## config.mk

```make
export PLATFORM = sky130hd
export DESIGN_NAME = timer_counter
export DESIGN_NICKNAME = d
export VERILOG_FILES = /design/src/rtl/timer_counter.sv
export SDC_FILE = /design/constraint.sdc
export NUM_CORES = 1
export LEC_CHECK = 0
export CORE_UTILIZATION = 30
export CTS_CLUSTER_SIZE = 24
export DETAILED_ROUTE_END_ITERATION = 7
export PLACE_DENSITY_LB_ADDON = 0.08
export SLEW_MARGIN = 40
export SYNTH_ARGS = -nofsm -noshare
export SYNTH_HDL_FRONTEND = slang
export SYNTH_SLANG_ARGS = --single-unit
export TNS_END_PERCENT = 30
```

## constraint.sdc

```tcl
create_clock -name clk -period 4.45 [get_ports clk]
set_clock_uncertainty 0.1 [all_clocks]
set_input_delay 0.6675 -clock clk [delete_from_list [all_inputs] [get_ports clk]]
set_output_delay 0.6675 -clock clk [all_outputs]
set_load 0.01 [all_outputs]
```

## src/rtl/timer_counter.sv

```systemverilog
// Memory-mapped 32-bit down-counter with one-shot / auto-reload modes and a
// maskable level interrupt; registers are CTRL, PRESET and a read-only COUNT.
module timer_counter (
    input  logic        clk,
    input  logic        reset,
    input  logic [1:0]  addr,
    input  logic [31:0] WD,
    input  logic        WE,
    input  logic [3:0]  BE,
    output logic [31:0] RD,
    output logic        IRQ
);

    typedef enum logic [1:0] {
        IDLE = 2'd0,
        LOAD = 2'd1,
        CNT  = 2'd2,
        INT  = 2'd3
    } state_t;

    state_t      state;
    logic        en;
    logic [1:0]  mode;
    logic        im;
    logic [31:0] preset;
    logic [31:0] count;
    logic        pending;

    logic ctrl_wr;
    logic preset_wr;
    logic reg_wr;
    logic expire;
    logic auto_reload;

    assign ctrl_wr     = WE && (addr == 2'd0) && BE[0];
    assign preset_wr   = WE && (addr == 2'd1);
    // Any write aimed at CTRL or PRESET acknowledges the interrupt, whatever the byte enables.
    assign reg_wr      = WE && ((addr == 2'd0) || (addr == 2'd1));
    assign expire      = (state == CNT) && en && (count <= 32'd1);
    assign auto_reload = (mode == 2'd1);

    always_ff @(posedge clk) begin
        if (reset) begin
            state   <= IDLE;
            en      <= 1'b0;
            mode    <= 2'd0;
            im      <= 1'b0;
            preset  <= 32'd0;
            count   <= 32'd0;
            pending <= 1'b0;
        end else begin
            case (state)
                IDLE: begin
                    if (en)
                        state <= LOAD;
                end
                LOAD: begin
                    count <= preset;
                    state <= CNT;
                end
                CNT: begin
                    if (!en) begin
                        state <= IDLE;
                    end else if (count > 32'd1) begin
                        count <= count - 32'd1;
                    end else begin
                        count <= 32'd0;
                        state <= INT;
                    end
                end
                INT: begin
                    if (auto_reload) begin
                        state <= LOAD;
                    end else begin
                        state <= IDLE;
                        en    <= 1'b0;
                    end
                end
                default: state <= IDLE;
            endcase

            // CPU writes come after the FSM so a CTRL write overrides the one-shot Enable clear.
            if (ctrl_wr) begin
                en   <= WD[0];
                mode <= WD[2:1];
                im   <= WD[3];
            end

            for (int i = 0; i < 4; i++) begin
                if (preset_wr && BE[i])
                    preset[8*i +: 8] <= WD[8*i +: 8];
            end

            // Expiry beats a simultaneous acknowledge.
            if (expire)
                pending <= 1'b1;
            else if (reg_wr || ((state == INT) && auto_reload))
                pending <= 1'b0;
        end
    end

    always_comb begin
        RD = 32'd0;
        case (addr)
            2'd0:    RD = {28'd0, im, mode, en};
            2'd1:    RD = preset;
            2'd2:    RD = count;
            default: RD = 32'd0;
        endcase
    end

    assign IRQ = im & pending;

endmodule

```

; Yosys cells after proc, flatten, opt, wreduce, memory -nomap -nowiden
; Index checks and enable logic that the tools add are counted.
[totals]
elab_cells = 59
regBits = 71
input_bits = 41
output_inout_bits = 33
[op_classes]
mux = 14
bitwise_logic = 1
add_sub_neg = 1
n_eq_ne = 10
order_cmp = 2
reduce_logical = 21
[ops]
columns = cell, count
row1 = 32-bit case mux with 3 select lines, 1
row2 = 32-bit 2-to-1 mux, 2
row3 = 32-bit case mux with 2 select lines, 1
row4 = "32-bit by 1-bit greater-than comparator with 1-bit output, second input constant", 1
row5 = "32-bit by 1-bit less-or-equal comparator with 1-bit output, second input constant", 1
row6 = "32-bit by 1-bit subtractor with 32-bit output, second input constant", 1
row7 = 1-bit logical AND, 11
row8 = 2-bit case mux with 4 select lines, 1
row9 = "2-bit by 1-bit equality test with 1-bit output, second input constant", 3
row10 = "2-bit equality test, second input constant", 3
row11 = 1-bit 2-to-1 mux, 6
row12 = 2-bit 2-to-1 mux, 3
row13 = "2-bit inequality test, second input constant", 3
row14 = 2-bit AND reduction, 3
row15 = 2-bit nonzero test, 3
row16 = 2-bit logical NOT, 2
row17 = "3-bit inequality test, second input constant", 1
row18 = 1-bit logical OR, 2
row19 = 1-bit AND, 1

; Logic depth before layout (Yosys ltp)
; Gate-level depths: netlist of the first run.
[logic_depth]
depth_word = 6
ltp_mapped = 8
depth_no_buf = 7

; Least setup slack after synthesis of the first run
; OpenSTA, ideal clock, no wires.
[synth_path]
path_kind = input port to output port
startpoint = input addr[1]
endpoint = output RD[10]
path_buffers = 3
setup_slack_ns = 1.782
cell_stages = 5
required_time_ns = 3.682
t_arrival_ns = 1.901
cell_sequence = clkbuf_1 -> nor2b_1 -> clkbuf_1 -> clkbuf_1 -> a22o_1
[synth_via]
elab_chain_len = 2
elab_cells_between_ends = 4
cone_classes = 2 x eq/ne / 1 x mux / 1 x reduce/logical
[synth_lines]
columns = element, line
row1 = from (decl), 6  ; input logic [1:0] addr,
row2 = "2-bit equality test, or another cell as far along", 104  ; case (addr)
row3 = 32-bit case mux with 3 select lines (*), 104
row4 = to (decl), 10  ; output logic [31:0] RD,
; Mark *: on every way between the ends. The rest lies on a longest branch, timed or not.

; Worst setup path in the final report of the first run
[layout_path]
startpoint = input addr[1]
endpoint = output RD[4]
; The elaborated chain is that of the path after synthesis.

==> impl_metrics.py, run 1 <==
metrics = {
    "global_route": {
        "grt_max_degree": 61,
        "grt_pass1_vias": 3967,
        "antenna_found_initial": 0,
        "overflow": 0,
        "gr-usage-all-layers_pct": 18.47,
        "grt_pass1_wl_um": 20560,
    },
    "worst_setup_path": {
        "crit_path_cell_trace": "clkdlybuf4s50_1 > nor2b_2 > buf_4 > a22o_1 > clkdlybuf4s50_1",
        "critical_path_arrival_ns": 3.05,
        "cp.required_ns": 3.68,
        "crit_path_end_kind": "output port",
        "worst-path-max-fanout": 13,
        "path_buf_inv": 3,
        "cpMostUsedCell": "clkdlybuf4s50_1",
        "path_delay_family": "buffers and inverters",
        "cpMaxStageDelayCell": "clkdlybuf4s50_1",
        "worstSetupPathType": "in2out",
        "cpPeakStageDelay_ns": 0.71,
        "start_kind": "primary input",
    },
    "floorplan": {
        "die_h_um": 119.3,
        "dieArea_um2": 14240,
        "io_pins": 74,
        "start_util_pct": 30.94,
        "row_count": 42,
        "die-width_um": 119.3,
        "core_area_um2": 13350,
    },
    "synthesis": {
        "yosysWarnings": 0,
        "syn_avg_cell_area_um2": 7.822,
        "syn_inst": 528,
        "synth-compound-area-share_pct": 33.44,
        "synthArstFlopShare_pct": 0,
        "synth_top_cell_area_share_pct": 34.41,
        "synth_top_cells_by_area": "dfxtp_1 34%, a21oi_1 8.4%, nand2_1 7.5%",
        "synth_top_family_by_area": "compound AO/OA/AOI/OAI gates",
        "synth_ff_type": "dfxtp_1",
        "synth_xor_area_share_pct": 0.8482,
        "synth_nets": 571,
        "ys_types": 62,
        "synth_edf_count": 0,
        "muxShareOfSynthArea_pct": 1.939,
        "synthesis.area_um2": 4130,
        "yosys.area_share.simple_pct": 21.51,
        "ys_ff_latch": 71,
        "synth_top_area_cell": "dfxtp_1",
        "synth-seq-area-share_pct": 34.41,
        "synth_fa_ha_area_share_pct": 0.6059,
    },
    "cts": {
        "clockBufferDepth": 2,
        "cts_root_buffer": "clkbuf_16",
        "clkSinkCount": 71,
        "post_cts_resized": 0,
        "post_cts_buffers": 0,
        "cts_tree": "yes",
        "htree_levels": 3,
        "hold_buffers": 0,
        "clkTransAtPathRegs_ns": 0.05,
        "numCtsBuffers": 9,
        "clk_latency_ns": 0.34,
    },
    "min_path": {
        "hold_class": "reg2reg",
    },
    "route": {
        "vias": 4106,
        "drc": 0,
        "via_per_inst": 5.417,
        "drt_iter0_drc": 315,
        "wirelength_um": 12660,
        "wl_per_cell_um": 16.70,
        "postRouteAntennaNets": 0,
        "drt-pass1-iter-count": 4,
    },
    "layout": {
        "area.growth.synth_to_final_pct": 26.26,
        "antennaDiodeCount": 0,
        "fin_util_pct": 39.07,
        "drive_gt1_share_pct": 9.107,
        "nFillCells": 1444,
        "fin_nets": 620,
    },
    "sta": {
        "setup_viol": 0,
        "relSlewSlack_pct": 47.94,
        "setup_slack_ns": 0.6279,
        "rsz0062_at_grt": "false",
        "finalCritPeriodShare_pct": 85.89,
        "clock.fmax_mhz": 261.6,
        "hold_violations": 0,
        "tightestPinTransition_ns": 0.7790,
        "slew_violations": 0,
        "fin_setup_tns_ns": 0,
        "fin_crit_ns": 3.822,
    },
    "pwr": {
        "total_power_mw": 1.619,
        "leakage_nw": 1.935,
        "power.density_nw_per_um2": 310.5,
        "p_switching_uw": 406.6,
        "switching_share_pct": 25.11,
        "peakVddDrop_mv": 0.1700,
        "power_frac_seq_pct": 40.9,
        "clock_power_share_pct": 46.7,
        "p_int_mw": 1.213,
        "combPwrFrac_pct": 12.4,
    },
    "status": {
        "status": "finished, final reports clean",
    },
    "placement": {
        "dp_hpwl_um": 8661,
        "globalplace.congestion": 0.7808,
        "io_buffers": 73,
        "pre_cts_ws_ns": 0.6311,
    },
    "job": {
        "cap_violations": 0,
    },
}
## cell families after synthesis
group,Yosys count
flops,71
fa+ha+maj,2
buf+inv,54
mux,8
simple gates,179
compound gates,210
xor+xnor,4
## placed cells by master, fill, tap and decap left out, types with 13 or more instances in the layout
cell             instances
nor2_1                  30
clkdlybuf4s50_1         72
a21o_1                  13
nand2_1                 82
o21ai_0                 46
nand3_1                 13
dfxtp_1                 71
a21oi_1                 69
a22o_1                  27
nor3_1                  13
a211oi_1                13
## cells in the mapped netlist, types with 3 or more instances
library cell and number:
nand4_1 3, and2_1 3, mux2i_1 8, o21a_1 6
inv_1 9, o31ai_1 5, dfxtp_1 71, nor2b_1 5
a31o_2 6, a21oi_1 69, a21o_1 13, nand3_1 13
buf_6 4, a211oi_1 13, a221oi_1 3, nor3_1 14
a22o_1 27, o21ai_0 46, o41ai_1 3, and3_1 5
clkbuf_1 28, clkbuf_8 4, xnor2_1 3, nand2_1 82
nor4_1 3, buf_2 5, nor2_1 30
## power by group through the flow
stage,Combinational (mW),Sequential [mW],Clock [mW]
final,0.201,0.661,0.757
after global routing,0.222,0.663,0.801
after CTS,0.203,0.661,0.778
after detailed placement,0.201,0.675,0
after global placement,0.200,0.675,0
after floorplan,0.130,0.668,0
## stage by stage
stage	instances	hold WS [ns]	cell area [µm²]
after global placement	741	0.3595	4883
after global routing	758	0.3922	5215
after CTS	758	0.3702	5210
final	758	0.3704	5215
after floorplan	528	0.3458	4130
after detailed placement	742	0.3626	4900
## registers in the layout (all words and copies together), names as in the netlist
name / cells
im: 1
state: 2
en: 1
preset: 32
count: 32
mode: 2
pending: 1
## routing by layer
metal	vias to the layer above	GRT usage, %	wire (µm)
met5	-	0	0
met4	0	7.500	213
met3	14	2.921	470
met2	92	30.52	6097
met1	1971	23.90	5878
li1	2029	-	-
## worst register-to-register path: stages (launching register included)
cell      delay, ns
dfxtp_1        0.38
inv_1          0.14
ha_1           0.28
nor3b_2        0.53
nand4_1        0.41
nor3_1         0.51
nand4b_1       0.16
a311oi_1       0.27
## final timing paths
check | from | endpoint | slack, ns | cells after the start
hold / removal | preset[25] | preset[25] | 0.37 | 2
setup / recovery | addr[1] | RD[4] | 0.63 | 5
setup reg to reg | count[0] | count[30] | 1.59 | 7
hold reg to reg | preset[25] | preset[25] | 0.37 | 2
## cell type report
| class | instances | area, µm² | area share, % |
|---|---|---|---|
| Timing Repair Buffer | 83 | 800.8 | 15.36 |
| Clock buffer | 13 | 270.3 | 5.182 |
| Tap cell | 176 | 220.2 | 4.223 |
| Clock inverter | 3 | 40.04 | 0.7678 |
| Sequential cell | 71 | 1421 | 27.26 |
| Inverter | 9 | 33.78 | 0.6478 |
| Multi-Input combinational cell | 403 | 2429 | 46.57 |
No activity file was read; power rests on OpenSTA's default activity.
==> inputs of run 2 (changes only) <==
--- a/config.mk
+++ b/config.mk
@@ -8,7 +8,7 @@
 export CORE_UTILIZATION = 30
 export CTS_CLUSTER_SIZE = 24
 export DETAILED_ROUTE_END_ITERATION = 7
-export PLACE_DENSITY_LB_ADDON = 0.08
+export PLACE_DENSITY = 0.48
 export SLEW_MARGIN = 40
 export SYNTH_ARGS = -nofsm -noshare
 export SYNTH_HDL_FRONTEND = slang
==> constraint.sdc (replaced) <==
create_clock -name clk -period 4.3 [get_ports clk]
set_clock_uncertainty 0.1 [all_clocks]
set_input_delay 0.645 -clock clk [delete_from_list [all_inputs] [get_ports clk]]
set_output_delay 0.645 -clock clk [all_outputs]
set_load 0.01 [all_outputs]
==> impl_metrics.py, run 2 (synthesis results as in run 1) <==
metrics = {
    "status": {
        "status": "finished, final reports clean",
    },
    "sta": {
        "finalCritPeriodShare_pct": 79.43,
        "hold_violations": 0,
        "tightestPinTransition_ns": 0.8212,
        "fin_setup_tns_ns": 0,
        "slew_violations": 0,
        "fin_crit_ns": 3.416,
        "setup_viol": 0,
        "relSlewSlack_pct": 44.83,
        "rsz0062_at_grt": "false",
        "clock.fmax_mhz": 292.8,
    },
    "pwr": {
        "power_frac_seq_pct": 42.6,
        "combPwrFrac_pct": 13.0,
        "leakage_nw": 1.914,
        "p_switching_uw": 412.6,
        "peakVddDrop_mv": 0.1529,
        "power.density_nw_per_um2": 310.5,
        "p_int_mw": 1.195,
        "clock_power_share_pct": 44.4,
        "switching_share_pct": 25.67,
    },
    "min_path": {
        "hold_class": "reg2reg",
        "min_from": "preset[18]",
        "worstHoldEndpoint": "preset[18]",
        "hold_depth": 2,
    },
    "worst_setup_path": {
        "critical_path.startpoint": "addr[1]",
        "worstSetupPathType": "in2out",
        "reg2reg_from": "count[0]",
        "start_kind": "primary input",
        "crit_path_end_kind": "output port",
        "cp.required_ns": 3.56,
        "cpMostUsedCell": "clkdlybuf4s50_1",
        "cpPeakStageDelay_ns": 0.69,
        "crit_path_cell_trace": "clkdlybuf4s50_1 > nor2b_2 > buf_4 > a22o_1 > clkdlybuf4s50_1",
        "ff2ff_setup_slack_ns": 1.40,
        "r2r_end": "count[30]",
        "critical_path_arrival_ns": 2.67,
        "worstRegToRegCells": 7,
        "worst-path-max-fanout": 28,
        "cpMaxStageDelayCell": "clkdlybuf4s50_1",
    },
    "global_route": {
        "gr-usage-all-layers_pct": 18.63,
        "grt_pass1_wl_um": 20920,
        "antenna_found_initial": 0,
        "grt_max_degree": 41,
        "grt_pass1_vias": 4002,
        "overflow": 0,
    },
    "route": {
        "wirelength_um": 12810,
        "vias": 4106,
        "via_per_inst": 5.424,
        "top_layer_used": "met4",
        "drc": 0,
        "postRouteAntennaNets": 0,
        "wl_met1_um": 6077,
        "drt_iter0_drc": 284,
        "met3_length_um": 498,
        "drt-pass1-iter-count": 4,
        "wl_per_cell_um": 16.92,
        "wl_met2_um": 5926,
    },
    "layout": {
        "mostFrequentLayoutCells": "82 x nand2_1, 72 x clkdlybuf4s50_1, 71 x dfxtp_1",
        "antennaDiodeCount": 0,
        "fin_nets": 620,
        "multi_input_area_um2": 2424,
        "final_common_cell": "nand2_1",
        "top_regs": "count: 32 flops, preset: 32 flops",
        "seq_area_um2": 1421,
        "area.growth.synth_to_final_pct": 25.36,
        "drive_gt1_share_pct": 8.434,
        "nFillCells": 1412,
        "finalInstanceArea_um2": 5177,
    },
    "cts": {
        "post_cts_buffers": 0,
        "cts_tree": "yes",
        "clkTransAtPathRegs_ns": 0.05,
        "post_cts_resized": 0,
        "clk_latency_ns": 0.34,
        "cts_root_buffer": "clkbuf_16",
        "clockBufferDepth": 2,
        "hold_buffers": 0,
        "htree_levels": 3,
        "numCtsBuffers": 9,
        "clkSinkCount": 71,
    },
    "floorplan": {
        "start_util_pct": 30.94,
        "core_area_um2": 13350,
        "die_h_um": 119.3,
        "row_count": 42,
        "die-width_um": 119.3,
        "io_pins": 74,
        "dieArea_um2": 14240,
    },
    "placement": {
        "dp_hpwl_um": 8676,
        "placed_area_um2": 4900,
        "globalplace.congestion": 0.7923,
        "io_buffers": 73,
    },
    "job": {
        "cap_violations": 0,
    },
}
## run 2: cell count changes in the layout (fill, tap and decap cells not counted)
cell,before,now
clkbuf_1,1,3
clkinv_2,2,0
bufinv_16,1,0
nor3_1,13,14
nor3_2,2,1
## run 2: critical path, delay by kind of cell
family                 cells  cell delay (ns)
buffers and inverters      3             1.57
AOI/OAI and AO/OA          1             0.24
and+or+nand+nor            1             0.20
## run 2: worst max-delay path by stage
| stage | to | slack (ns) | cells after the start |
|---|---|---|---|
| after floorplan | RD[10] | 1.68 | 5 |
| after global placement | RD[14] | 0.92 | 5 |
| after detailed placement | RD[24] | 0.90 | 5 |
| after CTS | RD[24] | 0.88 | 5 |
| after global routing | RD[29] | 0.78 | 5 |
| final | RD[24] | 0.88 | 5 |
## run 2: layout make-up
| cell class | count | share of cell area (%) |
|---|---|---|
| sequential | 71 | 27.45 |
| tap | 176 | 4.253 |
| clock buffer | 15 | 5.365 |
| timing repair buffer | 83 | 15.47 |
| inverter | 9 | 0.6525 |
| multi-input combinational | 403 | 46.81 |
## run 2: stage by stage
stage	utilization (%)	hold WS, ns	std cells	power [mW]	setup slack, ns
final	38.79	0.3708	757	1.608	0.8844
after global routing	38.79	0.3908	757	1.672	0.7795
after CTS	38.79	0.3701	757	1.627	0.8775
after detailed placement	36.71	0.3622	742	0.9075	0.8960
after global placement	36.64	0.3626	742	0.9041	0.9194
after floorplan	-	0.3458	528	0.8261	1.677
## run 2: power by group through the flow
stage	logic, mW	clock network, mW	registers [mW]
2_1_floorplan	0.134	0	0.692
3_3_place_gp	0.205	0	0.699
3_5_place_dp	0.209	0	0.699
4_1_cts	0.210	0.732	0.684
5_1_grt	0.229	0.757	0.686
6_report	0.209	0.714	0.685
## run 2: layer usage
| layer | track usage, % | up-vias |
|---|---|---|
| met5 | 0 | - |
| li1 | - | 2034 |
| met1 | 23.95 | 1966 |
| met4 | 7.344 | 0 |
| met3 | 2.634 | 18 |
| met2 | 31.32 | 88 |
==> inputs of run 3 (changes only) <==
--- a/config.mk
+++ b/config.mk
@@ -8,7 +8,7 @@
 export CORE_UTILIZATION = 30
 export CTS_CLUSTER_SIZE = 24
 export DETAILED_ROUTE_END_ITERATION = 7
-export PLACE_DENSITY = 0.48
+export PLACE_DENSITY = 0.49
 export SLEW_MARGIN = 40
 export SYNTH_ARGS = -nofsm -noshare
 export SYNTH_HDL_FRONTEND = slang
==> constraint.sdc (replaced) <==
create_clock -name clk -period 2.9 [get_ports clk]
set_clock_uncertainty 0.1 [all_clocks]
set_input_delay 0.435 -clock clk [delete_from_list [all_inputs] [get_ports clk]]
set_output_delay 0.435 -clock clk [all_outputs]
set_load 0.01 [all_outputs]
==> impl_metrics.py, run 3 (synthesis results as in run 1) <==
metrics = {
    "global_route": {
        "grt_pass1_wl_um": 21170,
        "gr-usage-all-layers_pct": 18.80,
        "grt_max_degree": 42,
        "antenna_found_initial": 0,
        "overflow": 0,
        "grt_pass1_vias": 4138,
    },
    "route": {
        "vias": 4148,
        "via_per_inst": 5.394,
        "drt-pass1-iter-count": 4,
        "drc": 0,
        "wl_per_cell_um": 16.75,
        "wirelength_um": 12880,
        "postRouteAntennaNets": 0,
        "drt_iter0_drc": 192,
    },
    "sta": {
        "slew_violations": 0,
        "finalCritPeriodShare_pct": 95.10,
        "timing.hold.ws_ns": 0.3704,
        "fin_crit_ns": 2.758,
        "relSlewSlack_pct": 63.37,
        "fin_setup_tns_ns": 0,
        "clock.fmax_mhz": 362.6,
        "setup_viol": 0,
        "rsz0062_at_grt": "false",
        "tightestPinTransition_ns": 0.5477,
        "hold_violations": 0,
    },
    "worst_setup_path": {
        "critPathCapture": "RD[20]",
        "critical_path_arrival_ns": 2.22,
        "worstRegToRegCells": 7,
        "cp.required_ns": 2.37,
        "r2r_end": "count[30]",
        "worst-path-max-fanout": 40,
        "critical_path.startpoint": "addr[0]",
        "start_kind": "primary input",
        "ff2ff_setup_slack_ns": 0.48,
        "reg2reg_from": "count[0]",
        "crit_path_end_kind": "output port",
        "worstSetupPathType": "in2out",
    },
    "floorplan": {
        "start_util_pct": 30.94,
        "die_h_um": 119.3,
        "io_pins": 74,
        "die-width_um": 119.3,
        "dieArea_um2": 14240,
        "row_count": 42,
        "core_area_um2": 13350,
    },
    "cts": {
        "cts_root_buffer": "clkbuf_16",
        "clockBufferDepth": 2,
        "post_cts_resized": 0,
        "clkTransAtPathRegs_ns": 0.05,
        "htree_levels": 3,
        "clk_latency_ns": 0.34,
        "clkSinkCount": 71,
        "numCtsBuffers": 9,
        "post_cts_buffers": 0,
        "hold_buffers": 0,
        "cts_tree": "yes",
    },
    "layout": {
        "area.growth.synth_to_final_pct": 28.57,
        "mostFrequentLayoutCells": "82 x nand2_1, 72 x clkdlybuf4s50_1, 71 x dfxtp_1",
        "fin_util_pct": 39.78,
        "drive_gt1_share_pct": 10.79,
        "antennaDiodeCount": 0,
        "finalInstanceArea_um2": 5310,
        "fin_nets": 631,
        "final_common_cell": "nand2_1",
        "top_regs": "count: 32 flops, preset: 32 flops",
    },
    "min_path": {
        "min_from": "preset[16]",
        "hold_class": "reg2reg",
    },
    "pwr": {
        "peakVddDrop_mv": 0.2007,
        "total_power_mw": 2.465,
        "leakage_nw": 1.982,
        "power.density_nw_per_um2": 464.2,
    },
    "placement": {
        "dp_hpwl_um": 9086,
        "io_buffers": 73,
        "placed_area_um2": 5011,
        "globalplace.congestion": 0.7995,
    },
    "job": {
        "cap_violations": 0,
    },
    "status": {
        "status": "finished, final reports clean",
    },
}
==> run 3: changes by cell type in the layout (fill, tap and decap cells not counted), sizes merged <==
cell / before / now
bufinv: 0 / 1
clkinv: 0 / 3
clkinvlp: 0 / 2
clkbuf: 15 / 10
buf: 11 / 22
==> run 3: layer usage <==
metal	share of wire, %	global-route usage [%]	wire, µm	vias up
li1	-	-	-	2061
met1	47	24.45	6047	1980
met2	48	31.80	6163	91
met3	3.6	2.107	466	16
met4	1.6	7.187	202	0
met5	0	0	0	-
==> run 3: how the worst min path moves through the flow <==
stage,to,cells past startpoint
final,preset[16],2
after global routing,preset[29],2
after CTS,preset[13],2
after detailed placement,preset[13],2
after global placement,preset[16],2
after floorplan,preset[8],2
==> run 3: layout make-up <==
class                   count  area, µm²
flip-flops and latches     71       1421
clock buffers              10      239.0
fillers                  1411       8038
repair buffers             94      920.9
well taps                 176      220.2
inverters                   9      33.78
clock inverters             6      60.06
multi-input cells         403       2415
==> run 3: stage by stage <==
stage	setup slack (ns)	std cells
4_1_cts	0.1395	769
2_1_floorplan	0.6929	528
5_1_grt	0.06542	769
3_3_place_gp	0.1731	753
6_report	0.1420	769
3_5_place_dp	0.1381	753
==> run 3: worst max-delay path, cell delays in order <==
cell             delay [ns]
clkdlybuf4s50_1        0.59
nor2b_2                0.23
buf_12                 0.23
a22o_1                 0.18
clkdlybuf4s50_1        0.54
==> run 3: report_power, final <==
part,internal [mW],switching (mW)
registers,0.993,0.0219
logic,0.146,0.180
clock network,0.684,0.441
total,1.82,0.642
